--- src/rtl/collision_pkg.sv ---
// ============================================================================
// Module      : collision_pkg
// Description : Shared types and helpers for the ball collision detector.
// Revision    : 1.0 - initial release
// ============================================================================
`default_nettype none

package collision_pkg;

    localparam int unsigned c_flag_white_border = 0;
    localparam int unsigned c_flag_red_border   = 1;
    localparam int unsigned c_flag_white_hole   = 2;
    localparam int unsigned c_flag_red_hole     = 3;
    localparam int unsigned c_flag_ball_ball    = 4;
    localparam int unsigned c_num_flags         = 5;

    typedef struct packed {
        logic ball_ball;
        logic red_hole;
        logic white_hole;
        logic red_border;
        logic white_border;
    } collision_flags_t;

    typedef enum logic [0:0] {
        WAIT_SOF = 1'b0,
        COLLECT  = 1'b1
    } coll_state_t;

    // Per-pixel event vector from the four (already aligned) draw requests.
    function automatic collision_flags_t detect_events(
        input logic white,
        input logic red,
        input logic border,
        input logic hole
    );
        logic [c_num_flags-1:0] f;
        f                      = '0;
        f[c_flag_white_border] = white & border;
        f[c_flag_red_border]   = red & border;
        f[c_flag_white_hole]   = white & hole;
        f[c_flag_red_hole]     = red & hole;
        f[c_flag_ball_ball]    = white & red;
        return collision_flags_t'(f);
    endfunction

endpackage

`default_nettype wire

--- src/rtl/ball_collision_detector_sat_counter.sv ---
// ============================================================================
// Module      : sat_counter
// Description : Saturating up-counter with clear; clear+inc loads one.
// Revision    : 1.0 - initial release
// ============================================================================
`default_nettype none

module sat_counter #(
    parameter int unsigned      WIDTH = 10,
    parameter logic [WIDTH-1:0] MAX   = '1
) (
    input  logic             clk,
    input  logic             resetN,
    input  logic             clear,
    input  logic             inc,
    output logic [WIDTH-1:0] count
);

    logic [WIDTH-1:0] r_count;

    always_ff @(posedge clk) begin
        if (!resetN) begin
            r_count <= '0;
        end else if (clear) begin
            // Clearing and counting in the same cycle seeds the new period.
            r_count <= (inc && (MAX != '0)) ? WIDTH'(1) : '0;
        end else if (inc && (r_count != MAX)) begin
            r_count <= r_count + WIDTH'(1);
        end
    end

    assign count = r_count;

endmodule

`default_nettype wire

--- src/rtl/ball_collision_detector.sv ---
// ============================================================================
// Module      : ball_collision_detector
// Description : Per-frame ball/border/hole collision accumulation and publish.
// Revision    : 1.0 - initial release
// ============================================================================
`default_nettype none

module ball_collision_detector
    import collision_pkg::*;
#(
    parameter logic [9:0] OVERLAP_MAX = 10'd1023
) (
    input  logic        clk,
    input  logic        resetN,
    input  logic        startOfFrame,
    input  logic [10:0] pixelX,
    input  logic [10:0] pixelY,
    input  logic        drawingRequestWhite,
    input  logic        drawingRequestRed,
    input  logic        drawingRequestBorder,
    input  logic        drawingRequestHole,
    output logic        collisionValid,
    output logic [4:0]  collisionFlags,
    output logic [9:0]  overlapCount,
    output logic [10:0] firstOverlapX,
    output logic [10:0] firstOverlapY
);

    coll_state_t      r_state;
    logic [10:0]      r_px_x;
    logic [10:0]      r_px_y;
    collision_flags_t r_acc;
    logic             r_first_seen;
    logic [10:0]      r_first_x;
    logic [10:0]      r_first_y;
    logic             r_valid;
    collision_flags_t r_flags_out;
    logic [9:0]       r_count_out;
    logic [10:0]      r_first_x_out;
    logic [10:0]      r_first_y_out;

    collision_flags_t w_evt;
    collision_flags_t w_evt_gated;
    logic             w_active;
    logic             w_fresh;
    logic             w_bb;
    logic [9:0]       w_count;

    assign w_evt = detect_events(drawingRequestWhite, drawingRequestRed,
                                 drawingRequestBorder, drawingRequestHole);

    // Events count while collecting, or on the SOF cycle itself (they seed
    // the new frame). A SOF or idle WAIT_SOF starts accumulators from zero.
    assign w_active    = (r_state == COLLECT) || startOfFrame;
    assign w_fresh     = (r_state == WAIT_SOF) || startOfFrame;
    assign w_evt_gated = w_active ? w_evt : '0;
    assign w_bb        = w_evt_gated.ball_ball;

    sat_counter #(
        .WIDTH (10),
        .MAX   (OVERLAP_MAX)
    ) u_overlap_cnt (
        .clk    (clk),
        .resetN (resetN),
        .clear  (w_fresh),
        .inc    (w_bb),
        .count  (w_count)
    );

    always_ff @(posedge clk) begin
        if (!resetN) begin
            r_state       <= WAIT_SOF;
            r_px_x        <= '0;
            r_px_y        <= '0;
            r_acc         <= '0;
            r_first_seen  <= 1'b0;
            r_first_x     <= '0;
            r_first_y     <= '0;
            r_valid       <= 1'b0;
            r_flags_out   <= '0;
            r_count_out   <= '0;
            r_first_x_out <= '0;
            r_first_y_out <= '0;
        end else begin
            r_px_x  <= pixelX;
            r_px_y  <= pixelY;
            r_valid <= 1'b0;

            case (r_state)
                WAIT_SOF: begin
                    if (startOfFrame) begin
                        r_state <= COLLECT;
                    end
                end
                COLLECT: begin
                    if (startOfFrame) begin
                        r_valid       <= 1'b1;
                        r_flags_out   <= r_acc;
                        r_count_out   <= w_count;
                        r_first_x_out <= r_first_x;
                        r_first_y_out <= r_first_y;
                    end
                end
                default: r_state <= WAIT_SOF;
            endcase

            r_acc <= (w_fresh ? collision_flags_t'('0) : r_acc) | w_evt_gated;

            if (w_fresh) begin
                r_first_seen <= w_bb;
                r_first_x    <= w_bb ? r_px_x : 11'd0;
                r_first_y    <= w_bb ? r_px_y : 11'd0;
            end else if (w_bb && !r_first_seen) begin
                r_first_seen <= 1'b1;
                r_first_x    <= r_px_x;
                r_first_y    <= r_px_y;
            end
        end
    end

    assign collisionValid = r_valid;
    assign collisionFlags = r_flags_out;
    assign overlapCount   = r_count_out;
    assign firstOverlapX  = r_first_x_out;
    assign firstOverlapY  = r_first_y_out;

endmodule

`default_nettype wire

--- config.mk ---
export PLATFORM = sky130hd
export DESIGN_NAME = ball_collision_detector
export DESIGN_NICKNAME = d
export VERILOG_FILES = /design/src/rtl/collision_pkg.sv /design/src/rtl/ball_collision_detector_sat_counter.sv /design/src/rtl/ball_collision_detector.sv
export SDC_FILE = /design/constraint.sdc
export NUM_CORES = 1
export LEC_CHECK = 0
export CAP_MARGIN = 20
export CORE_ASPECT_RATIO = 0.7
export CORE_MARGIN = 5
export CORE_UTILIZATION = 54
export DETAILED_ROUTE_END_ITERATION = 10
export PLACE_DENSITY_LB_ADDON = 0.05
export SLEW_MARGIN = 10
export SYNTH_ARGS = -nofsm -noshare
export SYNTH_HDL_FRONTEND = slang
export SYNTH_SLANG_ARGS = --single-unit
export TNS_END_PERCENT = 50
--- constraint.sdc ---
create_clock -name clk -period 2.57 [get_ports clk]
set_clock_uncertainty 0.1 [all_clocks]
set_input_delay 0.3855 -clock clk [delete_from_list [all_inputs] [get_ports clk]]
set_output_delay 0.3855 -clock clk [all_outputs]
set_load 0.005 [all_outputs]
==> metrics.md, run 1 <==
| Metric | Value |
|---|---|
| DRC Markers | 0 |
| Vias in the first global route | 2,404 |
| Sequential element share of the synthesized area | 58.19% |
| Post-route cell area | 4303 um2 |
| Wirelength per Cell | 14.37 um |
| Die height | 76.45 um |
| Drt pass-1 iters | 4 |
| Tcrit/Tclk final | 72.36% |
| FF-to-FF Start | u_overlap_cnt.count[0] |
| Pwr per Cell Area | 614.1 nW/um2 |
| Post-CTS setup buffer count | 0 |
| Synthesized flop and latch total | 99 |
| Worst-Skew Late Latency | 0.36 ns |
| Antenna-violating nets left | 0 |
| Setup tns final | 0 ns |
| Worst Setup SP | u_overlap_cnt.count[0] |
| Worst Path Arrival | 2.01 ns |
| Worst setup EP type | flop |
| Worst path cell trace | ha_1 -> nand4_1 -> nor3_1 -> nor4b_1 -> o31a_1 |
| DIE WIDTH | between 100 and 150 um |
| Sequential share of power | 59.8% |
| Max-slew violation count | 0 |
| Number of CTS-inserted buffers | 9 |
| Cell count after synthesis | 342 |
| Final Hold Fails | 0 |
| Crit path launch type | flop |
| N_diodes | 0 |
| Total Wirelength | 7.025 mm |
| Count of hold-fix buffers inserted at cts | 0 |
| Clock Path Buffers | 2 |
| Netlist cell types | 43 |
| Core Util, Final | 69.56% |
| Die ar. | 8021 um2 |
| Smallest hold slack | 0.3393 ns |
| Psw | 0.6297 mW |
| IO Count | 67 |
| Area grow syn2layout | 26.34% |
| Yosys Warn Count | 0 |
| Worst Path Required | 2.72 ns |
| First-pass GRT wire length | between 10 and 15 mm |
| RSZ-0062 raised after global routing | false |
| Worst VDD drop | approximately 410 uV |
| Internal power consumption | 2.013 mW |
| Placement Cell Area | 4123 um2 |
| CP peak stage delay | 0.47 ns |
| Gr ovfl total | 0 |
| Setup WS pre-CTS | 0.3842 ns |
| Setup CP Type | flop to flop |
| Final Wtd Congestion | 0.7977 |
| TritonCTS Sinks | 99 |
| Vias post-DR | 2,556 |
| Logic pwr share | 5.5% |
| Post-layout min period | 1.860 ns |
| Switching fraction of total power | 23.83% |
| Nets@finish | about 440 |
| Post-CTS sizing | 0 |
| Initial antenna violation count | 0 |
| Post-synth EDFFs | 0 |
| Worst R2R Setup Slack | 0.71 ns |
| Share of cells above drive strength 1 | between 7 and 8% |
| I/O Buffers | 66 |
| Ys flop type | dfxtp_1 |
| Crit path to | u_overlap_cnt.count[0] |
| CORE AREA | 6186 um2 |
| Syn Nets | about 370 |
| Post-synthesis cell area | 3406 um2 |
| Hold Crit Class | flop to flop |
| Slew HR | 62.80% |
| Rows | 24 |
| Pleak | 1.514 nW |
| Slew @ Worst Pin | roughly 0.55 ns |
| Avg Cell Area, Syn | 9.958 um2 |
| Slowest CP cell | nor3_1 |
| Final setup violating endpoints | 0 |
| Vias per cell | ~5.2 |
| R2R cell count | 5 |
| Clk slew on worst S/H paths | ~0.09 ns |
| Clock share of power | a little over a third |
| Post-synthesis async set-or-reset flop share | 0% |
| R2r endpoint | u_overlap_cnt.count[0] |
| Clock Root Buffer | clkbuf_8 |
| Status | complete, no violations |
| Max cap viols | 0 |
| Final WS setup | roughly 0.7 ns |
| DPL Wire Length | 4.637 mm |
| GRT Util Overall | 17.96% |
| Crit path max fanout | 6 |
| First DRT Iteration DRCs | approximately 170 |
| Largest net degree at the start of global routing | 64 |
| Fmax | 0.5378 GHz |
| CTS tree | built |
| Initial core utilization | 55.06% |
| Max H-tree Level | 3 |
[worst min-delay path by stage]
stage,from,depth (start not counted),to,slack (ns)
4_1_cts,r_px_y[9],1,r_first_y[9],0.34
6_report,r_px_y[9],1,r_first_y[9],0.34
3_3_place_gp,r_px_y[4],1,r_first_y[4],0.32
3_5_place_dp,r_px_x[2],1,r_first_x[2],0.33
5_1_grt,r_px_y[7],1,r_first_y[7],0.36
2_1_floorplan,r_px_x[0],1,r_first_x[0],0.32
[stage by stage]
step	power [mW]	cells
2_1_floorplan	1.688	342
3_3_place_gp	1.759	473
3_5_place_dp	1.762	473
4_1_cts	2.670	489
5_1_grt	2.756	489
6_report	2.642	489
[power by group through the flow]
stage | Combinational, mW | Clock, mW | Sequential (mW)
after global placement | 0.144 | 0 | 1.61
after detailed placement | 0.147 | 0 | 1.62
after CTS | 0.148 | 0.942 | 1.58
after floorplan | 0.0772 | 0 | 1.61
after global routing | 0.158 | 1.01 | 1.58
final | 0.146 | 0.917 | 1.58
[cell families (layout without fill, tap and decap cells)]
family,Yosys count,in the layout,share of synthesized area (%)
XOR/XNOR,1,1,0.2572
AND/OR/NAND/NOR,133,133,18.59
multiplexers,1,1,0.2939
buffers and inverters,23,92,3.196
AO/OA/AOI/OAI,84,84,19.10
adder cells (fa/ha/maj),1,1,0.3673
flip-flops,99,99,58.19
[synthesized netlist by cell type, drive strengths merged (3+ instances only)]
library cell	number	area (um2)
and3	3	20.02
inv	3	11.26
and2	24	151.4
nor3	3	15.01
nor2	4	15.01
nand4	3	18.77
a22o	22	192.7
clkbuf	9	33.78
buf	11	63.81
nand2	84	317.8
a21oi	7	35.03
a32o	4	40.04
a21boi	38	285.3
dfxtp	99	1982
[placed cells by master (no fill, tap or decap), drive strengths merged, types with 3 or more instances in the layout]
cell type	n
a21boi	38
buf	8
and3	3
nand4	3
nand2	84
inv	7
a32o	4
a22o	22
clkbuf	10
a21oi	7
and2	24
dfxtp	99
nor3	3
nor2	4
clkdlybuf4s50	65
[cell type report]
| type | instances | area, um2 |
|---|---|---|
| Clock buffer | 10 | 127.6 |
| Clock inverter | 6 | 52.55 |
| Fill cell | 502 | 1883 |
| Inverter | 3 | 11.26 |
| Multi-Input combinational cell | 220 | 1324 |
| Sequential cell | 99 | 1982 |
| Tap cell | 78 | 97.59 |
| Timing Repair Buffer | 73 | 708.2 |
[per-layer routing]
layer,vias up,global-route usage (%),part of all wire [%]
li1,1296,-,-
met1,1190,24.60,50
met2,64,26.38,42
met3,6,6.435,6.9
met4,0,5.747,1.1
met5,-,0,0
[flip-flops by register name, summed over array words and instances (netlist names)]
signal / count
r_first_seen: 1
firstOverlapY: 11
r_px_y: 11
collisionValid: 1
overlapCount: 10
r_px_x: 11
r_acc: 5
r_first_x: 11
r_first_y: 11
r_state: 1
collisionFlags: 5
firstOverlapX: 11
u_overlap_cnt.count: 10
[worst max-delay path, delay by kind of cell, from the launching register on]
family / cells / cell delay, ns
AOI/OAI and AO/OA: 1 / 0.26
and+or+nand+nor: 3 / 0.75
DFF: 1 / 0.42
adders and majority gates: 1 / 0.24
Note: power is estimated with default switching activity, not from simulation.
==> run 2: changes to the inputs <==
--- a/config.mk
+++ b/config.mk
@@ -8,7 +8,7 @@
 export CAP_MARGIN = 20
 export CORE_ASPECT_RATIO = 0.7
 export CORE_MARGIN = 5
-export CORE_UTILIZATION = 54
+export CORE_UTILIZATION = 50
 export DETAILED_ROUTE_END_ITERATION = 10
 export PLACE_DENSITY_LB_ADDON = 0.05
 export SLEW_MARGIN = 10
==> constraint.sdc (replaced) <==
create_clock -name clk -period 1.85 [get_ports clk]
set_clock_uncertainty 0.1 [all_clocks]
set_input_delay 0.2775 -clock clk [delete_from_list [all_inputs] [get_ports clk]]
set_output_delay 0.2775 -clock clk [all_outputs]
set_load 0.005 [all_outputs]
==> metrics.md, run 2 (same netlist as run 1, synthesis figures left out) <==
| Metric | Value |
|---|---|
| Status | complete, no violations |
| DPL Wire Length | 4.842 mm (+4.4%) |
| Worst-Skew Late Latency | 0.35 ns (about the same) |
| Vias post-DR | 2,591 (+1.4%) |
| Hold path cells | 4 (+3) |
| Final Hold Fails | 0 (unchanged) |
| Fmax | 0.5741 GHz (+6.8%) |
| Initial antenna violation count | 0 (unchanged) |
| FF-to-FF Start | u_overlap_cnt.count[0] |
| Share of cells above drive strength 1 | 10.45% (+2.7 points) |
| Clk slew on worst S/H paths | 0.09 ns (about the same) |
| Placed insts | 500 (+5.7%) |
| Worst Path Arrival | 1.93 ns (-0.08 ns) |
| Vias in the first global route | 2,404 (unchanged) |
| IO Count | 67 (unchanged) |
| Rows | 25 (+4.2%) |
| Commonest non-fill, non-tap cell in the layout | dfxtp_1 |
| Slew HR | 56.63% (-6.2 points) |
| Max cap viols | 0 (unchanged) |
| R2R cell count | 6 (+1) |
| DIE WIDTH | 108.6 um (+3.6%) |
| Slew @ Worst Pin | 0.6492 ns (+0.09544 ns) |
| Final Wtd Congestion | 0.8688 (+8.9%) |
| Worst setup EP type | flop |
| First DRT Iteration DRCs | 147 (-15%) |
| Tot Pwr | 3.794 mW (+44%) |
| Antenna-violating nets left | 0 (unchanged) |
| N_diodes | 0 (unchanged) |
| Crit path launch type | flop |
| Most frequent cells in the layout | dfxtp_1 (99), nand2_1 (83), clkdlybuf4s50_1 (65) |
| Setup CP Type | flop to flop |
| TritonCTS Sinks | 99 (unchanged) |
| Post-layout min period | 1.742 ns (-0.1178 ns) |
| Vias per cell | 5.031 (-3.7%) |
| Max-slew violation count | 0 (unchanged) |
| Wirelength per Cell | 14.16 um (-1.4%) |
| Clock Path Buffers | 2 (unchanged) |
| Nets@finish | 447 (+2.5%) |
| CTS tree | built |
| Pwr per Cell Area | 853.2 nW/um2 (+39%) |
| Tcrit/Tclk final | 94.15% (+22 points) |
| Total Wirelength | 7.292 mm (+3.8%) |
| Smallest hold slack | 0.3125 ns (-0.02680 ns) |
| # fillers | 580 (+16%) |
| Drt pass-1 iters | 4 (unchanged) |
| Worst VDD drop | 510.5 uV (+25%) |
| Die ar. | 8588 um2 (+7.1%) |
| Clock Root Buffer | clkbuf_8 |
| I/O Buffers | 66 (unchanged) |
| Pleak | 1.580 nW (+4.3%) |
| Number of CTS-inserted buffers | 9 (unchanged) |
| GR peak layer | met1 |
| Worst Path Required | 2.04 ns (-0.68 ns) |
| Storage element area | 1982 um2 (unchanged) |
| CORE AREA | 6694 um2 (+8.2%) |
| Final setup violating endpoints | 0 (unchanged) |
| GRT Util Overall | 17.65% (-0.31 points) |
| Hold EP | u_overlap_cnt.count[3] |
| Post-Layout Cell Count | 515 (+5.3%) |
| Met3 Track Usage GR | 4.955% (-1.5 points) |
| Crit path max fanout | 5 (-1) |
| GR Util met2 | 25.22% (-1.2 points) |
| Max H-tree Level | 3 (unchanged) |
| DRC Markers | 0 (unchanged) |
| GR Util met1 | 25.59% (+0.99 points) |
| Count of hold-fix buffers inserted at cts | 0 (unchanged) |
| Die height | 79.05 um (+3.4%) |
| Initial core utilization | 50.88% (-4.2 points) |
| RSZ-0062 raised after global routing | false |
| Hold Crit Class | input pin to flop |
| First-pass GRT wire length | 11.83 mm (+0.65%) |
| Gr ovfl total | 0 (unchanged) |
| Largest net degree at the start of global routing | 65 (+1.6%) |
| Worst R2R Setup Slack | 0.11 ns (-0.60 ns) |
| Multi-input logic area | 1335 um2 (+0.85%) |
| Area grow syn2layout | 30.57% |
| Min-delay src | resetN |
| R2r endpoint | u_overlap_cnt.count[3] |
-- run 2: how the worst max path moves through the flow --
stage / from / end / slack [ns] / depth (start not counted)
6_report: u_overlap_cnt.count[0] / u_overlap_cnt.count[3] / 0.11 / 6
2_1_floorplan: u_overlap_cnt.count[0] / u_overlap_cnt.count[0] / 0.28 / 5
5_1_grt: u_overlap_cnt.count[0] / u_overlap_cnt.count[5] / 0.03 / 6
3_3_place_gp: drawingRequestRed / r_first_y[3] / -0.31 / 4
4_1_cts: drawingRequestRed / r_first_x[8] / 0.02 / 4
3_5_place_dp: drawingRequestRed / r_first_x[5] / -0.35 / 4
-- run 2: routing by layer --
metal	wire length [um]	vias up	part of all wire (%)
li1	-	1323	-
met2	3135	63	43
met1	3680	1196	50
met5	0	-	0
met3	391	9	5.4
met4	85	0	1.2
-- run 2: per-stage QoR --
stage	worst slack, ns	utilization [%]	instance area [um2]	setup TNS [ns]
floorplan	0.2837	-	3406	0
global placement	-0.3078	63.31	4238	-6.910
detailed placement	-0.3500	63.31	4238	-7.669
CTS	0.01672	66.26	4436	0
global route	0.02598	66.43	4447	0
finish	0.1083	66.43	4447	0
-- run 2: worst max-delay path: stages (launching register included) --
cell     delay [ns]
dfxtp_1        0.38
ha_1           0.25
nand4_1        0.15
nor3_1         0.08
buf_4          0.16
or3_2          0.42
a21oi_2        0.14
-- run 2: area by class of cell --
cell class | count | share of cell area, %
Clock buffer | 9 | 2.786
Clock inverter | 6 | 1.660
Inverter | 3 | 0.2532
Multi-Input combinational cell | 220 | 30.02
Sequential cell | 99 | 44.57
Tap cell | 94 | 2.645
Timing Repair Buffer | 84 | 18.06
-- run 2: what timing repair did --
| item | CTS | global route |
|---|---|---|
| setup endpoints to repair | 0 | 23 |
| resized for setup | 0 | 2 |
| buffers inserted | 0 | 0 |
-- run 2: power by group --
group	switching, mW	total (mW)	internal (mW)	leakage (nW)
Combinational	0.102	0.224	0.122	0.680
Sequential	0.0180	2.19	2.17	0.805
Clock	0.741	1.38	0.637	0.0942
Total	0.860	3.79	2.93	1.58
